===== config.mk =====
export PLATFORM = sky130hd
export DESIGN_NAME = pe_dot_driver
export DESIGN_NICKNAME = d
export VERILOG_FILES = /design/src/rtl/pe_dot_driver.sv
export SDC_FILE = /design/constraint.sdc
export NUM_CORES = 1
export LEC_CHECK = 0
export ABC_AREA = 1
export BUFFER_PORTS_ARGS = -buffer_cell sky130_fd_sc_hd__buf_4
export CAP_MARGIN = 20
export CORE_MARGIN = 5
export CORE_UTILIZATION = 25
export DETAILED_ROUTE_END_ITERATION = 10
export PLACE_DENSITY = 0.42
export SLEW_MARGIN = 20
export SYNTH_ARGS = -nofsm -noshare
export SYNTH_HDL_FRONTEND = slang
export SYNTH_SLANG_ARGS = --single-unit

===== constraint.sdc =====
create_clock -name clk -period 10.45 [get_ports clk]
set_input_delay 0.5225 -clock clk [delete_from_list [all_inputs] [get_ports clk]]
set_output_delay 0.5225 -clock clk [all_outputs]
set_load 0.01 [all_outputs]

===== src/rtl/pe_dot_driver.sv =====
// pe_dot_driver
// Sequences one floating-point processing element through a K-term dot
// product. For each product it clears the PE, hands over one operand pair per
// load pulse, and waits for the PE's done pulse before requesting the next
// pair. The final accumulator value goes out on a valid/ready result port.
// A per-term watchdog turns a PE that never answers into a flagged result
// carrying the last good partial sum.
// The driver only moves operands and results; it does no arithmetic on them.

module pe_dot_driver #(
    parameter int DATA_W  = 32,
    parameter int LEN_W   = 5,
    parameter int TIMEOUT = 255
) (
    input  logic              clk,
    input  logic              rst,

    // Command side
    input  logic              start_i,
    input  logic [LEN_W-1:0]  len_i,
    output logic              busy_o,

    // Operand stream from the scheduler
    input  logic              op_valid_i,
    output logic              op_ready_o,
    input  logic [DATA_W-1:0] op_a_i,
    input  logic [DATA_W-1:0] op_b_i,

    // PE load/done protocol (driver is the initiator)
    output logic              pe_rst_o,
    output logic              pe_load_o,
    output logic [DATA_W-1:0] pe_row_o,
    output logic [DATA_W-1:0] pe_col_o,
    input  logic              pe_done_i,
    input  logic [DATA_W-1:0] pe_result_i,

    // Result port
    output logic              res_valid_o,
    input  logic              res_ready_i,
    output logic [DATA_W-1:0] res_data_o,
    output logic              res_err_o
);

    // The watchdog counts 0 .. TIMEOUT-1 while waiting on one term, so the
    // wait expires after exactly TIMEOUT cycles in WAIT without a done pulse.
    localparam int WDOG_W = (TIMEOUT < 2) ? 1 : $clog2(TIMEOUT);
    localparam logic [WDOG_W-1:0] WDOG_LAST = WDOG_W'(TIMEOUT - 1);

    typedef enum logic [2:0] {
        ST_IDLE  = 3'd0,
        ST_CLEAR = 3'd1,
        ST_ISSUE = 3'd2,
        ST_WAIT  = 3'd3,
        ST_OUT   = 3'd4
    } state_t;

    state_t              state_q;

    // Dot-product bookkeeping
    logic [LEN_W-1:0]    k_q;
    logic [LEN_W-1:0]    cnt_q;
    logic [WDOG_W-1:0]   wdog_q;
    logic [DATA_W-1:0]   acc_q;

    // Registered outputs
    logic                busy_q;
    logic                op_ready_q;
    logic                pe_rst_q;
    logic                pe_load_q;
    logic [DATA_W-1:0]   pe_row_q;
    logic [DATA_W-1:0]   pe_col_q;
    logic                res_valid_q;
    logic [DATA_W-1:0]   res_data_q;
    logic                res_err_q;

    // Next-state helpers and event decode
    logic [LEN_W-1:0]    cnt_d;
    logic [WDOG_W-1:0]   wdog_d;
    logic                op_fire;
    logic                term_done;
    logic                last_term;
    logic                wdog_expired;
    logic                res_fire;

    // Decode the handshake and timing events that the state machine acts on.
    always_comb begin
        cnt_d        = cnt_q + LEN_W'(1'b1);
        wdog_d       = wdog_q + WDOG_W'(1'b1);
        op_fire      = 1'b0;
        term_done    = 1'b0;
        wdog_expired = 1'b0;
        res_fire     = 1'b0;
        case (state_q)
            ST_ISSUE: begin
                op_fire = op_valid_i & op_ready_q;
            end
            ST_WAIT: begin
                // A done pulse in the expiry cycle still counts as a good term.
                term_done    = pe_done_i;
                wdog_expired = ~pe_done_i & (wdog_q == WDOG_LAST);
            end
            ST_OUT: begin
                res_fire = res_valid_q & res_ready_i;
            end
            default: begin
                op_fire      = 1'b0;
                term_done    = 1'b0;
                wdog_expired = 1'b0;
                res_fire     = 1'b0;
            end
        endcase
        last_term = (cnt_d == k_q);
    end

    // Main control state machine; every output is a register updated here.
    always_ff @(posedge clk or posedge rst) begin
        if (rst) begin
            state_q     <= ST_IDLE;
            k_q         <= {LEN_W{1'b0}};
            cnt_q       <= {LEN_W{1'b0}};
            wdog_q      <= {WDOG_W{1'b0}};
            acc_q       <= {DATA_W{1'b0}};
            busy_q      <= 1'b0;
            op_ready_q  <= 1'b0;
            pe_rst_q    <= 1'b0;
            pe_load_q   <= 1'b0;
            pe_row_q    <= {DATA_W{1'b0}};
            pe_col_q    <= {DATA_W{1'b0}};
            res_valid_q <= 1'b0;
            res_data_q  <= {DATA_W{1'b0}};
            res_err_q   <= 1'b0;
        end else begin
            // PE clear and load are single-cycle pulses unless re-armed below.
            pe_rst_q  <= 1'b0;
            pe_load_q <= 1'b0;

            case (state_q)
                ST_IDLE: begin
                    if (start_i) begin
                        busy_q    <= 1'b1;
                        k_q       <= len_i;
                        cnt_q     <= {LEN_W{1'b0}};
                        acc_q     <= {DATA_W{1'b0}};
                        res_err_q <= 1'b0;
                        if (len_i == {LEN_W{1'b0}}) begin
                            // Empty product: answer zero without touching the PE.
                            res_data_q  <= {DATA_W{1'b0}};
                            res_valid_q <= 1'b1;
                            state_q     <= ST_OUT;
                        end else begin
                            pe_rst_q <= 1'b1;
                            state_q  <= ST_CLEAR;
                        end
                    end
                end

                ST_CLEAR: begin
                    // The clear pulse is on the PE this cycle; ask for the first pair.
                    op_ready_q <= 1'b1;
                    state_q    <= ST_ISSUE;
                end

                ST_ISSUE: begin
                    if (op_fire) begin
                        pe_row_q   <= op_a_i;
                        pe_col_q   <= op_b_i;
                        pe_load_q  <= 1'b1;
                        op_ready_q <= 1'b0;
                        wdog_q     <= {WDOG_W{1'b0}};
                        state_q    <= ST_WAIT;
                    end
                end

                ST_WAIT: begin
                    if (term_done) begin
                        acc_q <= pe_result_i;
                        cnt_q <= cnt_d;
                        if (last_term) begin
                            res_data_q  <= pe_result_i;
                            res_valid_q <= 1'b1;
                            state_q     <= ST_OUT;
                        end else begin
                            op_ready_q <= 1'b1;
                            state_q    <= ST_ISSUE;
                        end
                    end else if (wdog_expired) begin
                        // PE is hung: report the last sum it did deliver.
                        res_err_q   <= 1'b1;
                        res_data_q  <= acc_q;
                        res_valid_q <= 1'b1;
                        state_q     <= ST_OUT;
                    end else begin
                        wdog_q <= wdog_d;
                    end
                end

                ST_OUT: begin
                    if (res_fire) begin
                        res_valid_q <= 1'b0;
                        busy_q      <= 1'b0;
                        state_q     <= ST_IDLE;
                    end
                end

                default: begin
                    // Unreachable encoding: fall back to a quiet idle.
                    busy_q      <= 1'b0;
                    op_ready_q  <= 1'b0;
                    res_valid_q <= 1'b0;
                    state_q     <= ST_IDLE;
                end
            endcase
        end
    end

    assign busy_o      = busy_q;
    assign op_ready_o  = op_ready_q;
    assign pe_rst_o    = pe_rst_q;
    assign pe_load_o   = pe_load_q;
    assign pe_row_o    = pe_row_q;
    assign pe_col_o    = pe_col_q;
    assign res_valid_o = res_valid_q;
    assign res_data_o  = res_data_q;
    assign res_err_o   = res_err_q;

endmodule

== After elaboration in Yosys (flattened, before gate mapping) ==
Cells that the tools add are included.

* Word-level logic and storage cells: 106
* Input port bits: 107
* Register bits: 155

* Mux-type cells: 49
* Eq/ne operators: 17
* Reductions and logical operators: 17
* Add/sub/neg operators: 2
* Bitwise operators: 7

{| class="wikitable"
|+ Operator list
! operator !! count
|-
| $mux W32 || 7
|-
| $pmux W32 S2 || 2
|-
| $mux W8 || 3
|-
| $mux W1 || 21
|-
| $mux W3 || 7
|-
| $ne A2 B2 Y1 const B || 9
|-
| $pmux W8 S2 || 1
|-
| $reduce_and A4 Y1 || 4
|-
| $pmux W3 S5 || 1
|-
| $mux W5 || 2
|-
| $pmux W5 S2 || 1
|-
| $add A8 B1 Y8 const B || 1
|-
| $eq A8 B8 Y1 const B || 1
|-
| $pmux W1 S4 || 2
|-
| $eq A3 B2 Y1 const B || 2
|-
| $ne A3 B3 Y1 const B || 2
|-
| $reduce_and A3 Y1 || 2
|-
| $reduce_and A6 Y1 || 1
|-
| $add A5 B1 Y5 const B || 1
|-
| $eq A5 B5 Y1 || 1
|-
| $logic_not A5 Y1 || 1
|-
| $reduce_and A5 Y1 || 1
|-
| $not A1 Y1 || 4
|-
| $reduce_and A2 Y1 || 2
|-
| 9 further kinds || 13
|}

== Longest topological paths before layout ==
* Depth after elaboration: 6
* Mapped depth: 13
* Mapped depth without buffers: 12

== Worst setup path before layout ==
No wires, ideal clock.

* Path type: flip-flop to flip-flop
* Start point: register cnt_q[0]
* End point: register res_data_q[0] (netlist: res_data_o[0])
* Cell stages (with the launch flop): 14
* Arrival: 1.597 ns
* Buffers on the path: 1
* Required time: 10.333 ns
* Period minus slack after synthesis: 1.714 ns
* Path slack: 8.736 ns
* Cell sequence: dfrtp_1 ha_1 inv_1 nand2_1 nand2_1 nor2_1 nand3_1 nor2_1 nand3_1 nand2_2 nand3_4 buf_6 nand2_1 nand2_1

* Longest elaborated chain between the ends: 4

{| class="wikitable"
|+ Ends and longest elaborated chain
! item !! line !! RTL
|-
| from (decl) || 61 || <nowiki>logic [LEN_W-1:0] cnt_q;</nowiki>
|-
| from (signal assigned) || 120 || <nowiki>cnt_q <= {LEN_W{1'b0}};</nowiki>
|-
| from (signal assigned) || 142 || <nowiki>cnt_q <= {LEN_W{1'b0}};</nowiki>
|-
| from (signal assigned) || 177 || <nowiki>cnt_q <= cnt_d;</nowiki>
|-
| $add A5 B1 Y5 || 87 || <nowiki>cnt_d = cnt_q + LEN_W'(1'b1);</nowiki>
|-
| $eq A5 B5 Y1 || 112 || <nowiki>last_term = (cnt_d == k_q);</nowiki>
|-
| $ne A3 B3 Y1 (no source line) || -- ||
|-
| $reduce_and A5 Y1 (no source line) || -- ||
|-
| to (signal assigned) || 130 || <nowiki>res_data_q <= {DATA_W{1'b0}};</nowiki>
|-
| to (signal assigned) || 147 || <nowiki>res_data_q <= {DATA_W{1'b0}};</nowiki>
|-
| to (signal assigned) || 179 || <nowiki>res_data_q <= pe_result_i;</nowiki>
|-
| to (decl) || 73 || <nowiki>logic [DATA_W-1:0] res_data_q;</nowiki>
|}

Every way passes these cells.
A chain may end at the register's enable or synchronous reset.

== Worst setup path after layout ==
* Start point: register state_q[0]
* End point: register cnt_q[0]

* Longest elaborated chain between the ends: 4
* Elaborated cells on any way between the ends: 8
* Those cells by class: 3 x eq/ne; 2 x mux; 3 x reduce/logical

{| class="wikitable"
|+ Ends and longest elaborated chain
! item !! line !! RTL
|-
| from (decl) || 57 || <nowiki>state_t state_q;</nowiki>
|-
| from (signal assigned) || 118 || <nowiki>state_q <= ST_IDLE;</nowiki>
|-
| from (signal assigned) || 149 || <nowiki>state_q <= ST_OUT;</nowiki>
|-
| from (signal assigned) || 152 || <nowiki>state_q <= ST_CLEAR;</nowiki>
|-
| $eq A3 B2 Y1 || 93, 137 ||
|-
| $mux W1 || 93 || <nowiki>case (state_q)</nowiki>
|-
| $ne A2 B2 Y1 (no source line) || -- ||
|-
| $reduce_and A3 Y1 (no source line) || -- ||
|}

Parallel ways exist; a longest one is shown, timed or not.

==> impl_metrics.ini <==
[run_status]
status = completed

[routing]
wl_per_cell_um = 15.21
first_iter_violations = 302
routed_wl_um = 20370
via_per_inst = 4.259
ant_nets = 0
drt-pass1-iter-count = 4
detail_route.drc_violations = 0
detailroute.via_count = 5703

[yosys]
yosys_warnings = 0
dominantRegCellSynth = dfrtp_1
synth_common_cells = 319 x nand2_1, 155 x dfrtp_1, 90 x inv_1, 66 x o22ai_1, 46 x nand3_1
netlist_area_um2 = 6745
synthesized_area_per_cell_um2 = 8.527
share_of_async_settable_or_async_resettable_flops_after_synthesis_pct = 100.0
yosys-top-cells-area = dfrtp_1 58%, nand2_1 18%, o22ai_1 6.1%, inv_1 5.0%, nand3_1 3.4%
postSynthRegisterBits = 155
syn_nets = 901
synth_largest_area_cell = dfrtp_1
post-synth-top-count-cell = nand2_1
synth_sequential_area_ratio_pct = 57.50
synth_top_cell_area_share_pct = 57.50
synth_edf_count = 0
synth_cell_type_count = 27
syn_inst = 791

[worst_setup_path]
timing.critical_path.fanout_max = 69
critPathCaptureType = register
worstReg2RegEnd = cnt_q[0]
crit_path_start_kind = register
reg2regPathDepth = 9
worst-endpoint-arrival_ns = 2.84
critical_path.reg2reg.startpoint = state_q[0]
crit_type = reg2reg
reg2reg_slack_ns = 7.89
cp.required_ns = 10.72

[final_layout]
fin_cells = 1339
num_antenna_cells = 0
finish.utilization_pct = 34.23
layout.cell_area.non_filler_um2 = 9148
layout-area-overhead-vs-synth_pct = 35.61
final_layout_size_suffix_gt1_share_pct = 27.25
nNetsFinal = 1095

[sta]
fin_setup_tns_ns = 0
tightestPinTransition_ns = 0.8876
setup_repair_after_global_routing_missed_its_margin = false
fin_worst_hold_slack_ns = 0.2635
max_freq_mhz = 390.3
timing.final.ws_setup_ns = 7.888
hold_violations = 0
relSlewSlack_pct = 40.82
timing_max_transition_violations_final = 0
setup_clock_skew_after_layout_ns = 0.01350
post-route-min-period_ns = 2.562
report.final.setup_viol = 0
final_min_period_over_clock_period_pct = 24.52

[worst_hold_path]
worstHoldPathType = in2async

[grt]
grt.total_usage_pct = 13.44
grt_start_max_net_pins = 90
gr-total-overflow = 0
first_global_vias = 5688
grt_pass1_wl_um = 32460
grt_antenna_before_repair = 0

[die]
placeableCoreArea_um2 = 26730
dieWidth_um = 174.3
num_rows = 60
dieArea_um2 = 30370
start_util_pct = 25.24
pin_count = 209
dieHeight_um = 174.3

[power]
post-layout-total-power_mw = 2.243
irDropWorstVdd_uv = 129.5
leakagePower_nw = 4.959
power_per_cell_area_nw_per_um2 = 245.2

[place]
place_area_um2 = 8549
gp_congestion = 0.7263
port_buffers = 208
detailedPlacementHpwl_um = 13700
dp.cells = 1307
dp_slack_ns = 7.859

[cts]
post_cts.repair.setup_buffers = 0
path_clk_slew_ns = 0.07
htree_levels = 4
cts-root-to-sink-buffers = 2
clock_insertion_delay_worst_skew_ns = 0.43
cts_resized = 0
cts_sinks = 155
clock_tree.root_cell = clkbuf_16
holdBufCountCts = 0
numCtsBuffers = 17
tritoncts = built

[run]
timing.max_cap.violations = 0
worst max-delay path by stage:
stage                     from       end  slack (ns)  depth (start not counted)
global route        state_q[0]  cnt_q[3]        7.60                          8
floorplan                  rst  acc_q[0]        5.75                          1
detailed placement  state_q[0]  cnt_q[0]        7.86                          9
global placement    state_q[0]  cnt_q[0]        7.85                          9
CTS                 state_q[0]  cnt_q[0]        7.85                          9
finish              state_q[0]  cnt_q[0]        7.89                          9
final cells by class:
class	instances	area, um^2
inverter	99	376.6
timing repair buffer	212	1592
clock inverter	15	172.7
sequential	155	3879
multi-input combinational	500	2276
fill	2836	17580
clock buffer	17	425.4
tap	341	426.7
kinds of logic (layout without fill, tap and decap cells):
group                    after synthesis  count (layout)  share of synthesized area, %
AO/OA/AOI/OAI                         83              83                         7.513
XOR/XNOR                               5               5                        0.6492
adder cells (fa/ha/maj)                3               3                        0.5565
buffers and inverters                136             343                         8.867
flip-flops                           155             155                         57.50
AND/OR/NAND/NOR                      409             409                         24.91
state kept, by name, indices dropped and copies added (netlist names), 3 cells and up:
name and cells:
acc_q 32, cnt_q 5, k_q 5, pe_col_o 32, pe_row_o 32, res_data_o 32, state_q 3, wdog_q 8
placed cells by master (no fill, tap or decap), types with 2 or more instances in the layout:
| master | n |
|---|---|
| ha_1 | 3 |
| inv_2 | 9 |
| buf_4 | 212 |
| clkinv_8 | 2 |
| o21ai_0 | 7 |
| o21ai_1 | 6 |
| nor2_1 | 14 |
| nand4_1 | 9 |
| inv_6 | 7 |
| clkbuf_16 | 17 |
| inv_8 | 4 |
| nand2_2 | 8 |
| nor3_1 | 2 |
| inv_1 | 89 |
| dfrtp_1 | 155 |
| xor2_1 | 5 |
| nand2_1 | 319 |
| nor2_2 | 5 |
| nand3_1 | 46 |
| o22ai_1 | 66 |
| nand3b_1 | 2 |
power breakdown:
part           switching [mW]  internal (mW)
sequential             0.0875          0.778
clock                   0.295          0.343
combinational           0.447          0.292
routing by layer:
metal / global-route usage, % / wire (um) / up-vias
met5: 0 / 0 / -
met4: 3.827 / 240 / 0
met3: 2.980 / 752 / 15
met2: 22.23 / 10280 / 123
met1: 17.75 / 9090 / 2672
li1: - / - / 2893
worst max-delay path, cell delays in order, from the launching register on:
cell	delay (ns)
dfrtp_1	0.36
inv_1	0.11
nor2_2	0.07
nand2_2	0.18
nor2_2	0.09
inv_2	0.08
buf_4	0.55
nand2_2	0.65
nand3_1	0.21
o21ai_0	0.10
Note: power is estimated with default switching activity, not from simulation.
